`config.mk`:
```
export PLATFORM = sky130hd
export DESIGN_NAME = dvid_tmds_encoder
export DESIGN_NICKNAME = d
export VERILOG_FILES = /design/src/rtl/dvid_pkg.sv /design/src/rtl/tmds_channel_encoder.sv /design/src/rtl/dvid_tmds_encoder.sv
export SDC_FILE = /design/constraint.sdc
export NUM_CORES = 1
export LEC_CHECK = 0
export BUFFER_PORTS_ARGS = -buffer_cell sky130_fd_sc_hd__buf_4
export CAP_MARGIN = 20
export CORE_MARGIN = 2
export CORE_UTILIZATION = 35
export CTS_CLUSTER_SIZE = 16
export DETAILED_ROUTE_END_ITERATION = 16
export HOLD_SLACK_MARGIN = 0.02
export MAX_ROUTING_LAYER = met4
export PLACE_DENSITY_LB_ADDON = 0.15
export SYNTH_ARGS = -nofsm -noshare
export SYNTH_HDL_FRONTEND = slang
export SYNTH_SLANG_ARGS = --single-unit
```
`constraint.sdc`:
```
create_clock -name clk -period 1.2 [get_ports clk]
set_input_delay 0.06 -clock clk [delete_from_list [all_inputs] [get_ports clk]]
set_output_delay 0.06 -clock clk [all_outputs]
set_load 0.01 [all_outputs]
```
`src/rtl/dvid_pkg.sv`:
```
// Shared constants for the DVI TMDS encoder.
//   SYM_W       : TMDS symbol width (10 bits, bit 0 transmitted first)
//   CNT_W       : running-disparity counter width (6-bit two's complement)
//   CTL_SYM_xx  : control symbols sent during blanking, indexed by {c1, c0}
//   CLK_SYM     : fixed pattern for the TMDS clock lane
//   ctl_symbol(): maps a 2-bit control code to its symbol
package dvid_pkg;

  localparam int SYM_W = 10;
  localparam int CNT_W = 6;

  typedef logic [SYM_W-1:0] symbol_t;

  localparam symbol_t CTL_SYM_00 = 10'b1101010100;
  localparam symbol_t CTL_SYM_01 = 10'b0010101011;
  localparam symbol_t CTL_SYM_10 = 10'b0101010100;
  localparam symbol_t CTL_SYM_11 = 10'b1010101011;
  localparam symbol_t CLK_SYM    = 10'b0000011111;

  function automatic symbol_t ctl_symbol(input logic [1:0] ctl);
    symbol_t sym;
    case (ctl)
      2'b00:   sym = CTL_SYM_00;
      2'b01:   sym = CTL_SYM_01;
      2'b10:   sym = CTL_SYM_10;
      default: sym = CTL_SYM_11;
    endcase
    return sym;
  endfunction

endpackage

```
`src/rtl/tmds_channel_encoder.sv`:
```
// Two-stage single-lane TMDS 8b/10b encoder.
//   Stage 1: transition minimisation (XOR / XNOR chain) -> q_m[8:0].
//   Stage 2: DC balance via running disparity, or control symbol when blanking.
// Ports:
//   clk, reset_n (async, active low), ce (clock enable, freezes both stages)
//   ctl[1:0]  control code sent while blank=1
//   data[7:0] pixel data for this lane
//   blank     1 = control period
//   symbol    10-bit registered output symbol
// Build option: DVID_DC_BALANCE_EN enables the running-disparity logic;
// without it active symbols are {1'b0, q_m[8], q_m[7:0]}.
module tmds_channel_encoder
  import dvid_pkg::*;
(
  input  logic             clk,
  input  logic             reset_n,
  input  logic             ce,
  input  logic [1:0]       ctl,
  input  logic [7:0]       data,
  input  logic             blank,
  output logic [SYM_W-1:0] symbol
);

  // ---------------- stage 1: transition minimisation ----------------
  logic [3:0] data_ones;
  logic       use_xnor;
  logic [8:0] q_m_d;

  always_comb begin
    data_ones = '0;
    for (int i = 0; i < 8; i++) data_ones = data_ones + {3'b000, data[i]};
    // Ties (four ones) go to XNOR only when bit 0 is zero.
    use_xnor = (data_ones > 4'd4) || ((data_ones == 4'd4) && !data[0]);
    q_m_d    = '0;
    q_m_d[0] = data[0];
    for (int i = 1; i < 8; i++) begin
      q_m_d[i] = use_xnor ? ~(q_m_d[i-1] ^ data[i]) : (q_m_d[i-1] ^ data[i]);
    end
    q_m_d[8] = ~use_xnor;
  end

  logic [8:0] q_m_r;
  logic       blank_r;
  logic [1:0] ctl_r;

  // Reset state is a blank period with ctl=00 so the first output after
  // reset is the idle control symbol.
  always_ff @(posedge clk or negedge reset_n) begin
    if (!reset_n) begin
      q_m_r   <= '0;
      blank_r <= 1'b1;
      ctl_r   <= 2'b00;
    end else if (ce) begin
      q_m_r   <= q_m_d;
      blank_r <= blank;
      ctl_r   <= ctl;
    end
  end

  // ---------------- stage 2: DC balance / control ----------------
  logic [SYM_W-1:0] active_sym;

`ifdef DVID_DC_BALANCE_EN
  logic [3:0]              qm_ones;
  logic [3:0]              n1_r;
  logic signed [CNT_W-1:0] cnt;
  logic signed [CNT_W-1:0] cnt_next;
  logic signed [CNT_W-1:0] diff;

  always_comb begin
    qm_ones = '0;
    for (int i = 0; i < 8; i++) qm_ones = qm_ones + {3'b000, q_m_d[i]};
  end

  always_ff @(posedge clk or negedge reset_n) begin
    if (!reset_n)  n1_r <= '0;
    else if (ce)   n1_r <= qm_ones;
  end

  always_comb begin
    // n1 - n0 with n0 = 8 - n1, i.e. 2*n1 - 8.
    diff       = $signed({1'b0, n1_r, 1'b0}) - 6'sd8;
    active_sym = '0;
    cnt_next   = cnt;
    if ((cnt == '0) || (n1_r == 4'd4)) begin
      active_sym = {~q_m_r[8], q_m_r[8], q_m_r[8] ? q_m_r[7:0] : ~q_m_r[7:0]};
      cnt_next   = q_m_r[8] ? (cnt + diff) : (cnt - diff);
    end else if ((!cnt[CNT_W-1] && (n1_r > 4'd4)) ||
                 ( cnt[CNT_W-1] && (n1_r < 4'd4))) begin
      // Disparity would grow further: invert the data byte.
      active_sym = {1'b1, q_m_r[8], ~q_m_r[7:0]};
      cnt_next   = cnt + (q_m_r[8] ? 6'sd2 : 6'sd0) - diff;
    end else begin
      active_sym = {1'b0, q_m_r[8], q_m_r[7:0]};
      cnt_next   = cnt + diff - (q_m_r[8] ? 6'sd0 : 6'sd2);
    end
  end

  always_ff @(posedge clk or negedge reset_n) begin
    if (!reset_n) begin
      symbol <= CTL_SYM_00;
      cnt    <= '0;
    end else if (ce) begin
      if (blank_r) begin
        symbol <= ctl_symbol(ctl_r);
        cnt    <= '0;
      end else begin
        symbol <= active_sym;
        cnt    <= cnt_next;
      end
    end
  end
`else
  always_comb active_sym = {1'b0, q_m_r[8], q_m_r[7:0]};

  always_ff @(posedge clk or negedge reset_n) begin
    if (!reset_n)     symbol <= CTL_SYM_00;
    else if (ce)      symbol <= blank_r ? ctl_symbol(ctl_r) : active_sym;
  end
`endif

endmodule

```
`src/rtl/dvid_tmds_encoder.sv`:
```
// Parametrised multi-lane TMDS encoder for the DVI output path.
// Expands each lane's colour to 8 bits, routes sync onto lane 0 as control
// bits, and drives one tmds_channel_encoder per lane. Latency is two
// enabled clocks; blank_out is blank delayed to match.
// Parameters: CHANNELS (1..4), COLOUR_BITS (1..8)
// Ports:
//   clk, reset_n (async, active low), ce (clock enable)
//   hsync, vsync  lane-0 control bits c0, c1
//   blank         1 = control period
//   colour        lane i at [i*COLOUR_BITS +: COLOUR_BITS]
//   symbols       lane i at [i*10 +: 10]
//   clk_symbol    constant clock-lane pattern
//   blank_out     blank aligned with symbols
// Build option: DVID_DC_BALANCE_EN enables running-disparity DC balance.
module dvid_tmds_encoder
  import dvid_pkg::*;
#(
  parameter int CHANNELS    = 3,
  parameter int COLOUR_BITS = 8
)
(
  input  logic                            clk,
  input  logic                            reset_n,
  input  logic                            ce,
  input  logic                            hsync,
  input  logic                            vsync,
  input  logic                            blank,
  input  logic [CHANNELS*COLOUR_BITS-1:0] colour,
  output logic [CHANNELS*SYM_W-1:0]       symbols,
  output logic [SYM_W-1:0]                clk_symbol,
  output logic                            blank_out
);

  assign clk_symbol = CLK_SYM;

  for (genvar ch = 0; ch < CHANNELS; ch++) begin : g_lane
    logic [COLOUR_BITS-1:0] raw;
    logic [7:0]             expanded;
    logic [1:0]             ctl;

    assign raw = colour[ch*COLOUR_BITS +: COLOUR_BITS];

    // Left-align and refill the low bits by repeating the value from its
    // MSB down, so full-scale input maps to full-scale output.
    for (genvar k = 0; k < 8; k++) begin : g_bit
      assign expanded[7-k] = raw[COLOUR_BITS-1-(k % COLOUR_BITS)];
    end

    if (ch == 0) begin : g_sync
      assign ctl = {vsync, hsync};
    end else begin : g_nosync
      assign ctl = 2'b00;
    end

    tmds_channel_encoder u_enc (
      .clk     (clk),
      .reset_n (reset_n),
      .ce      (ce),
      .ctl     (ctl),
      .data    (expanded),
      .blank   (blank),
      .symbol  (symbols[ch*SYM_W +: SYM_W])
    );
  end

  logic blank_d1;

  always_ff @(posedge clk or negedge reset_n) begin
    if (!reset_n) begin
      blank_d1  <= 1'b1;
      blank_out <= 1'b1;
    end else if (ce) begin
      blank_d1  <= blank;
      blank_out <= blank_d1;
    end
  end

endmodule

```
==> flow_summary.ini <==
[timing]
rsz0062_at_grt = true
finalMaxSlewViolations = 0
hold_ws_ns = 0.0539
final_hold_viol_count = 0
layout_min_cycle_time_ns = 2.94
timing.fmax_ghz = 0.341
min_period_over_period_pct = 245
finClkSkew_ns = 0.00557
setup_viol = 20
fin_ws_ns = -1.74

[floorplan]
chipWidth_um = 102
rows = 35
initial_core_util_pct = 36.3
core_area_mm2 = 0.00928
die_y_um = 102
ios = 71
dieArea_mm2 = 0.0104

[synth]
synthDistinctLibCells = 36
ys_top_cells_by_count = dfrtp_1, inv_1, a21oi_1
synthDominantCellAreaShare_pct = 32.7
synthTopCellsByArea = dfrtp_1, dfstp_2, fa_1
synth_top_area_cell = dfrtp_1
ys.flop_type = dfrtp_1
synthArstFlopShare_pct = 100
avgSynthCellArea_um2 = 10.9
syn-cell-area_mm2 = 0.00337
yosysMostFrequentCell = dfrtp_1
synth_seq_cells = 59
synth_warnings = 0
synth_edf_count = 0
synth_cells = 309
yosysSeqAreaShare_pct = 44.4

[detailed_routing]
wl_per_cell_um = 13.3
wl_um = 7710
drt.antenna.violating_nets = 0
drtPass1Iterations = 4
via_per_inst = 4.41
drt_iter0_drc = 54
drc = 0
num_vias = 2560

[placed_design]
io_buffers = 60
post-dp-hpwl_um = 5280
place_area_mm2 = 0.00446
gp_congestion = 0.776

[power]
power.share.clock_pct = 20.4
p_int_w = 0.00564
switching_share_pct = 31.8
pwr-share-comb_pct = 43.7
p_leak_nw = 2.42
seq_power_share_pct = 35.9
ir_drop_v = 0.000487
power_switching_w = 0.00263
power.density_mw_per_mm2 = 1600

[critical_path]
crit_family = adder cells
slowest_delay_ns = 0.49
cp_data_arrival_time_ns = 3.16
startpoint_type = primary input
path_buf_inv = 3
crit_path_end_kind = register
critPathKind = in2reg
worstPathMaxFanout = 8
r2r_slack_ns = 0.09
cpMaxStageDelayCell = fa_1
cp.required_ns = 1.42
timing.critical_path.cells = buf_6, ha_4, inv_2, fa_1, fa_1, inv_1, fa_2, fa_2, nor3b_4, o22ai_4, a31oi_1, a211oi_1, o32a_1

[min_path]
hold_path_class = in2reg

[layout]
fillCellCount = 819
drive_gt1_share_pct = 54.6
final_cell_area_mm2 = 0.00516
syn_to_final_growth_pct = 53.3
diodes = 0
nets = 501

[cts]
cts_sinks = 59
clk_path_buf_depth = 2
root_buffer = clkbuf_8
cts_tree = done
cts_htree_levels = 3
worstSkewPairLatency_ns = 0.34
numCtsBuffers = 9
clk_pin_slew_worst_paths_ns = 0.07

[grt]
grt_pass1_wl_um = 12500
overflow = 0
grtUsageTotal_pct = 16.2
grt_pass1_vias = 2683
antenna_found_initial = 0
grt_start_max_net_pins = 37

[outcome]
status = complete, but fails checks
violations = negative setup slack

[flow_run]
maxCapViolCount = 0
[final timing paths]
kind | from | to | cells past startpoint
max in group asynchronous | reset_n | g_lane[0].u_enc.symbol[2] | 3
min reg2reg | g_lane[0].u_enc.symbol[9] | g_lane[0].u_enc.symbol[9] | 2
max reg2reg | g_lane[1].u_enc.blank_r | g_lane[0].u_enc.symbol[5] | 4
min in group asynchronous | reset_n | g_lane[1].u_enc.q_m_r[8] | 2
max | colour[17] | g_lane[2].u_enc.q_m_r[7] | 13
min | colour[16] | g_lane[2].u_enc.q_m_r[0] | 3
[state kept, by name (all words and copies together) (netlist names)]
| register | count |
|---|---|
| g_lane.u_enc.symbol | 28 |
| g_lane.u_enc.q_m_r | 27 |
| g_lane.u_enc.ctl_r | 2 |
| blank_out | 1 |
| g_lane.u_enc.blank_r | 1 |
[cells by family (layout without fill, tap and decap cells)]
family	Yosys count	count (layout)	synth area share, %
compound gates	58	58	11.1
xor+xnor	34	34	10.5
fa+ha+maj	24	24	11.6
buf+inv	60	195	8.06
flops	59	59	44.4
mux	21	21	6.87
other cells	2	10	0.223
simple gates	51	51	7.17
[worst register-to-register path: stages (launching register included)]
cell and delay, ns:
dfstp_2 0.56, inv_2 0.08, buf_6 0.15, a21oi_1 0.13
a21oi_1 0.08
[final cells by class]
| class | instances | area [um^2] | area share (%) |
|---|---|---|---|
| clock buffer | 14 | 173 | 3.34 |
| sequential | 59 | 1500 | 29.0 |
| tap | 129 | 161 | 3.13 |
| clock inverter | 2 | 10.0 | 0.194 |
| inverter | 34 | 130 | 2.52 |
| multi-input combinational | 198 | 1960 | 38.0 |
| timing repair buffer | 145 | 1230 | 23.8 |
[per-layer routing]
| layer | vias up | share of wire (%) | track usage (%) |
|---|---|---|---|
| li1 | 1265 | - | - |
| met1 | 1225 | 45 | 19.7 |
| met2 | 56 | 49 | 26.4 |
| met3 | 14 | 3.5 | 3.49 |
| met4 | 0 | 2.1 | 6.46 |
| met5 | - | 0 | - |
[cells in the final DEF (no fill, tap or decap), drive strengths merged, types with 2 or more instances in the layout]
master,instances
a31oi,5
nor3b,3
mux2i,4
buf,140
dfstp,15
clkinv,2
xor2,8
dfrtp,44
o22ai,4
clkbuf,14
o21ai,3
conb,10
a21oi,33
nor2b,10
nand2,4
ha,12
nor2,30
dlygate4sd3,5
a31o,10
xnor2,25
inv,34
fa,12
mux2,17
[power groups by stage]
stage / clock network, W / logic (W) / registers, W
after detailed placement: 0 / 0.00303 / 0.00299
after global routing: 0.00182 / 0.00396 / 0.00305
after CTS: 0.00173 / 0.00339 / 0.00296
final: 0.00169 / 0.00362 / 0.00297
after global placement: 0 / 0.00296 / 0.00297
after floorplan: 0 / 0.00179 / 0.00302
[repair_timing]
action,CTS,global route
endpoints found under the setup margin,24,31
hold buffers,5,0
endpoints found under the hold margin,57,0
pin swaps,17,8
resized for setup,28,27
buffers inserted,26,4
[metrics by stage]
step | power (W) | TNS (ns) | util [%] | setup WS [ns] | std cells
after floorplan | 0.00481 | -26.81 | - | -1.88 | 317
after global placement | 0.00593 | -32.60 | 48.0 | -2.06 | 531
after detailed placement | 0.00602 | -33.40 | 48.0 | -2.11 | 531
after CTS | 0.00809 | -24.91 | 53.9 | -1.72 | 577
after global routing | 0.00883 | -26.31 | 55.6 | -1.83 | 581
final | 0.00827 | -24.94 | 55.6 | -1.74 | 581
(Power assumes the default switching activity.)
